==> src/rtl/wptr_ctrl_lvl.sv <==
// wptr_ctrl_lvl: async-FIFO write-side pointer control with full, almost-full, fill level and sticky overflow.
module wptr_ctrl_lvl #(
    parameter int ADDR_W = 3,
    parameter int PTR_W  = ADDR_W + 1
) (
    input  logic              wclk,
    input  logic              wrst,
    input  logic              w_en,
    input  logic [PTR_W-1:0]  g_rptr_sync,
    input  logic [PTR_W-1:0]  af_thresh,
    input  logic              ovf_clr,
    output logic              wr_fire,
    output logic [ADDR_W-1:0] waddr,
    output logic [PTR_W-1:0]  b_wptr,
    output logic [PTR_W-1:0]  g_wptr,
    output logic              full,
    output logic              almost_full,
    output logic [PTR_W-1:0]  wlevel,
    output logic              overflow
);
    logic [PTR_W-1:0] b_rptr_sync, b_wptr_next, g_wptr_next, level_next;
    logic             full_next;
    // Gray-to-binary: each binary bit is the XOR of all Gray bits at or above it
    always_comb begin
        b_rptr_sync = '0;
        for (int i = 0; i < PTR_W; i++)
            b_rptr_sync[i] = ^(g_rptr_sync >> i);
    end
    assign wr_fire     = w_en & ~full;
    assign waddr       = b_wptr[ADDR_W-1:0];
    assign b_wptr_next = b_wptr + PTR_W'(wr_fire);
    assign g_wptr_next = b_wptr_next ^ (b_wptr_next >> 1);
    assign level_next  = b_wptr_next - b_rptr_sync;
    // Full when write pointer equals read pointer with the top two Gray bits inverted
    assign full_next   = g_wptr_next == (g_rptr_sync ^ {2'b11, {(PTR_W-2){1'b0}}});
    always_ff @(posedge wclk) begin
        if (wrst) begin
            b_wptr      <= '0;
            g_wptr      <= '0;
            full        <= 1'b0;
            almost_full <= 1'b0;
            wlevel      <= '0;
            overflow    <= 1'b0;
        end else begin
            b_wptr      <= b_wptr_next;
            g_wptr      <= g_wptr_next;
            full        <= full_next;
            almost_full <= level_next >= af_thresh;
            wlevel      <= level_next;
            overflow    <= (w_en & full) | (overflow & ~ovf_clr);
        end
    end
endmodule

==> config.mk <==
export PLATFORM = sky130hd
export DESIGN_NAME = wptr_ctrl_lvl
export DESIGN_NICKNAME = d
export VERILOG_FILES = /design/src/rtl/wptr_ctrl_lvl.sv
export SDC_FILE = /design/constraint.sdc
export NUM_CORES = 1
export LEC_CHECK = 0
export ABC_AREA = 1
export CELL_PAD_IN_SITES_DETAIL_PLACEMENT = 1
export CELL_PAD_IN_SITES_GLOBAL_PLACEMENT = 2
export CORE_MARGIN = 4
export CORE_UTILIZATION = 21
export DETAILED_ROUTE_END_ITERATION = 8
export GPL_ROUTABILITY_DRIVEN = 0
export PLACE_DENSITY = 0.81
export SYNTH_ARGS = -nofsm -noshare
export SYNTH_HDL_FRONTEND = slang
export SYNTH_SLANG_ARGS = --single-unit
==> constraint.sdc <==
create_clock -name wclk -period 3.05 [get_ports wclk]
set_input_delay 0.7625 -clock wclk [delete_from_list [all_inputs] [get_ports wclk]]
set_output_delay 0.7625 -clock wclk [all_outputs]
set_load 0.03 [all_outputs]
---- Word level (Yosys, flattened, before mapping) ----
Cells that the tools add are included.
word-level totals
  register bits after elaboration ......... 15
  bits of input ports ..................... 12
  output and inout bits ................... 19
  word-level logic and storage cells ...... 22
operators by class
  add/sub/neg operators ................... 2
  magnitude comparators ................... 1
  equal/unequal tests ..................... 1
  bitwise gates (word level) .............. 8
  reductions and logical operators ........ 4
operator list
  kind                                    number
  4-bit parity                            4
  4-bit by 1-bit adder with 4-bit output  1
  4-bit equality test                     1
  4-bit greater-or-equal comparator       1
  4-bit subtractor                        1
  4-bit by 3-bit XOR with 4-bit output    1
  1-bit AND                               3
  1-bit NOT                               2
  2-bit NOT                               1
  1-bit OR                                1

---- Depth between registers and ports, before layout ----
  word-level depth ........................ 5
  depth in mapped cells ................... 20
  mapped depth without buffers ............ 20

---- Worst setup path after synthesis ----
No wires, ideal clock.
  path kind ............................... input to register
  start point ............................. input port w_en
  end point ............................... register almost_full
  setup time .............................. 109 ps
  data arrival time ....................... 3269 ps
  required time ........................... 2941 ps
  slack ................................... -327 ps
  stages .................................. 18
  buffers on the path ..................... 0
  path through ............................ inv_1 > nor2_1 > ha_1 > ha_1 > inv_1 > nand2_1 > nand2_1 > ha_1 > a21o_1 > nor2_1 > nand3_1 > nand2_1 > inv_1 > ha_1 > a21oi_1 > nand3_1 > nand2_1 > inv_1
on the way
  longest elaborated chain between the ends .. 4
RTL lines
  item                                    line  text
  from (decl)                             8     input logic w_en,
  1-bit AND                               29    assign wr_fire = w_en & ~full;
  net wr_fire                             12    output logic wr_fire,
  4-bit by 1-bit adder with 4-bit output  31    assign b_wptr_next = b_wptr + PTR_W'(wr_fire);
  net b_wptr_next[2]                      21    logic [PTR_W-1:0] b_rptr_sync, b_wptr_next, g_wptr_next, level_next;
  4-bit subtractor                        33    assign level_next = b_wptr_next - b_rptr_sync;
  net level_next[3]                       21
  4-bit greater-or-equal comparator       48    almost_full <= level_next >= af_thresh;
  to (signal assigned)                    48
  to (decl)                               17    output logic almost_full,
The timed path passes the listed nets, and every way through them passes these cells.
A chain may end at the register's enable or synchronous reset.

---- Worst setup path in the final report ----
  start point ............................. input port g_rptr_sync[2]
  end point ............................... register almost_full
on the way
  longest elaborated chain between the ends .. 3
  elaborated cells between the ends (all ways) .. 5
  those cells by class .................... add/sub: 1; order compare: 1; reduce/logical: 3
RTL lines
  item                                 line  text
  from (decl)                          9     input logic [PTR_W-1:0] g_rptr_sync,
  4-bit parity                         27    b_rptr_sync[i] = ^(g_rptr_sync >> i);
  4-bit subtractor *                   33
  net level_next[1]                    21
  4-bit greater-or-equal comparator *  48
Mark *: on every way through the listed nets, which the timed path passes. The rest lies on a longest branch.

==> Flow_metrics.wiki <==
{| class="wikitable"
! Metric !! Value
|-
| Result of the run || completed
|-
| Number of rows created at floorplan || 23
|-
| Mux share of post-synthesis cell area || 0%
|-
| Post-route ant nets || 0
|-
| Nets || around 190
|-
| Clock insertion delay at the later pin of the skew report || 250 ps
|-
| Total of buffers placed on input and output ports || 30
|-
| Endpoints failing setup || 0
|-
| Synth area leaders || dfxtp_1 (32%), nand2_1 (13%), ha_1 (13%)
|-
| Ports || 31
|-
| Crit path required time || 3200 ps
|-
| Highest Clock Rate || about 340 MHz
|-
| Dominant combinational cell family by area after synthesis || simple AND/OR/NAND/NOR gates
|-
| Grt total ovfl || 0
|-
| Synthesized-area fraction occupied by ao, oa, aoi and oai cells || 5.14%
|-
| Ratio of total power to cell area || approximately 520 mW/mm^2
|-
| Max Cap Violations || 0
|-
| CTS tree || done
|-
| Leakage || between 0.0006 and 0.0007 uW
|-
| Total vias in the final route || approximately 960
|-
| Clock sink total || 14
|-
| Crit Reg-Reg Startpoint || full
|-
| Part of the Yosys area used for sequential elements || 32.0%
|-
| Pin count of the biggest net entering global routing || 14
|-
| Transition time at the pin with the least slew margin || 507 ps
|-
| Worst setup startpoint || g_rptr_sync[2]
|-
| Number of levels in the clock H-tree || 1
|-
| Final std cell area, no fill || about 0.0015 mm^2
|-
| Number of DRC markers in iteration 0 || 25
|-
| Register area || around 280 um^2
|-
| Layout cell share with drive strength beyond 1 || ~21%
|-
| Height of the chip || slightly above 70 um
|-
| Detailed Route WL || between 2000 and 3000 um
|-
| Post-Syn Instances || 124
|-
| DP Area || ~0.0013 mm^2
|-
| Xor/xnor cell area share of the yosys netlist || 4.71%
|-
| Average detailed-routed wire length per instance || 12.0 um
|-
| Share of the synthesized area in the top cell type || about 32%
|-
| Root Driver || clkbuf_8
|-
| Final min period || about 2900 ps
|-
| Yosys cell types || 17
|-
| Hold Violations, Final || 0
|-
| Worst Hold Margin || 478 ps
|-
| Total power consumption of the routed design || approximately 760 uW
|-
| Dominant cell type by area after synthesis || dfxtp_1
|-
| Number of flip-flops and latches in the synthesized netlist || 14
|-
| Number of enable-type register cells in the synthesized netlist || 0
|-
| Portion of the clock cycle consumed by the worst path in the final layout || 95.6%
|-
| Die width || 72.6 um
|-
| R2R cell count || 13
|-
| Crit path capture type || flop
|-
| Max IR drop VDD || between 0.2 and 0.25 mV
|-
| Buffers from clock root to sink, at most || 2
|-
| Path class of the lowest-slack min-delay path || reg -> reg
|-
| Slew HR || about two thirds
|-
| Cell with the most instances after synthesis || nand2_1
|-
| RSZ-0062 raised after global routing || no
|-
| Initial DRT Pass Iterations || 2
|-
| Ranking of synthesized cells by instance count || nand2_1 (31), inv_1 (22), dfxtp_1 (14), nand3_1 (14), nor2_1 (13)
|-
| TritonCTS buffer count || 3
|-
| Area enclosed by the die boundary || between 0.005 and 0.006 mm^2
|-
| Routed vias/inst || 4.37
|-
| Layout Skew || 2.30 ps
|-
| Worst hold path stage count || 2
|-
| Post-synthesis to final-layout area growth || 66.9%
|-
| Max-slew violation count || 0
|-
| Number of antenna violations at the first check in global routing || 0
|-
| Number of buffers added to fix hold violations after cts || 0
|-
| Mean post-synth cell area || about 7 um^2
|-
| Syn nets || around 150
|-
| Nature of the critical path startpoint || primary input
|-
| Filler Cell Count || 514
|-
| Wire length of the first global-routing pass || approximately 4500 um
|-
| Cell area after synthesis || ~880 um^2
|-
| Antenna cells || 0
|-
| Largest fanout on the critical path || 2
|-
| Simple-gate portion of the synthesized area || 29.7%
|-
| Post-synth top flop || dfxtp_1
|-
| Proportion of register bits with asynchronous set or reset after synthesis || 0%
|-
| HPWL Detailed || around 2100 um
|-
| Total area of multi-input combinational cells || 567 um^2
|-
| Vias in the first global route || 1066
|-
| Detailed-route DRC error count || 0
|-
| Critical path class || in -> reg
|-
| Synthesis warning total || 0
|-
| Share of synthesized cell area in full adder, half adder and majority cells || 15.1%
|-
| Global-route usage over all layers || approximately 11%
|-
| Data arrival time of the critical path || between 3000 and 4000 ps
|-
| Hold wc startpoint || overflow
|-
| Effective utilization at floorplan || 21.7%
|-
| Clock transition at path regs || roughly 70 ps
|-
| Core area || around 0.004 mm^2
|}
[report_power, final]
group	switching [uW]	leakage, uW	total, uW	internal, uW
clock network	75.4	0.0000288	190	115
logic	189	0.000556	355	166
registers	11.7	0.000115	218	207
total	276	0.000699	763	488
[worst max-delay path: stages]
cell             delay (ps)
clkdlybuf4s15_2         220
xnor2_4                 220
xor2_4                  190
xor2_1                   90
ha_2                    200
fa_1                    530
inv_2                    40
ha_1                    280
inv_1                    70
nor2_1                   50
o211ai_1                180
nand3_1                 100
nand2_1                  70
inv_1                    40
[sequential cells by signal, summed over array words and instances, names as in the netlist]
register,flops
almost_full,1
wlevel,4
g_wptr,3
overflow,1
full,1
b_wptr,4
[logic make-up (layout without fill, tap and decap cells)]
logic type      after synthesis  after routing
compound gates                8              8
flops                        14             14
simple gates                 62             62
fa+ha+maj                    10             10
buf+inv                      27             72
xor+xnor                      3              3
[placed cells by master (no fill, tap or decap), drive strengths merged, types with 2 or more instances in the layout]
master,n
a21oi,6
nand4,3
dlygate4sd2,2
nand2,31
clkbuf,4
nor2,13
buf,17
xor2,2
ha,9
nand3,14
dfxtp,14
clkdlybuf4s50,26
inv,22
[per-stage QoR]
| stage | TNS, ps | util, % | instances | setup slack (ps) |
|---|---|---|---|---|
| 2_1_floorplan | 0 | - | 124 | 1.96 |
| 3_3_place_gp | -418 | 32.8 | 212 | -418 |
| 3_5_place_dp | -600 | 32.8 | 212 | -581 |
| 4_1_cts | 0 | 36.2 | 218 | 4.42 |
| 5_1_grt | 0 | 36.3 | 219 | 6.12 |
| 6_report | 0 | 36.3 | 219 | 134 |
[cell type report]
type | instances | share of cell area [%]
inverters | 22 | 5.65
multi-input cells | 83 | 38.8
repair buffers | 46 | 28.3
well taps | 50 | 4.28
flip-flops and latches | 14 | 19.2
clock buffers | 4 | 3.77
[layer usage]
layer	vias up	global-route usage, %	wire length (um)
li1	475	-	-
met1	451	11.4	1040
met3	6	2.62	138
met5	-	0	0
met4	0	4.30	46
met2	25	20.4	1410
[path summary, 6_finish.rpt]
check / endpoint / slack, ps
setup / recovery: almost_full / 130
hold / removal: overflow / 480
setup reg to reg: almost_full / 560
hold reg to reg: overflow / 480
[timing repair]
| action | CTS | global route |
|---|---|---|
| cloned | 0 | 0 |
| endpoints found under the setup margin | 1 | 1 |
| resized for setup | 18 | 2 |
| hold endpoints to repair | 0 | 0 |
| pin swaps | 6 | 5 |
| buffers inserted | 3 | 1 |
No activity file was read; power rests on OpenSTA's default activity.
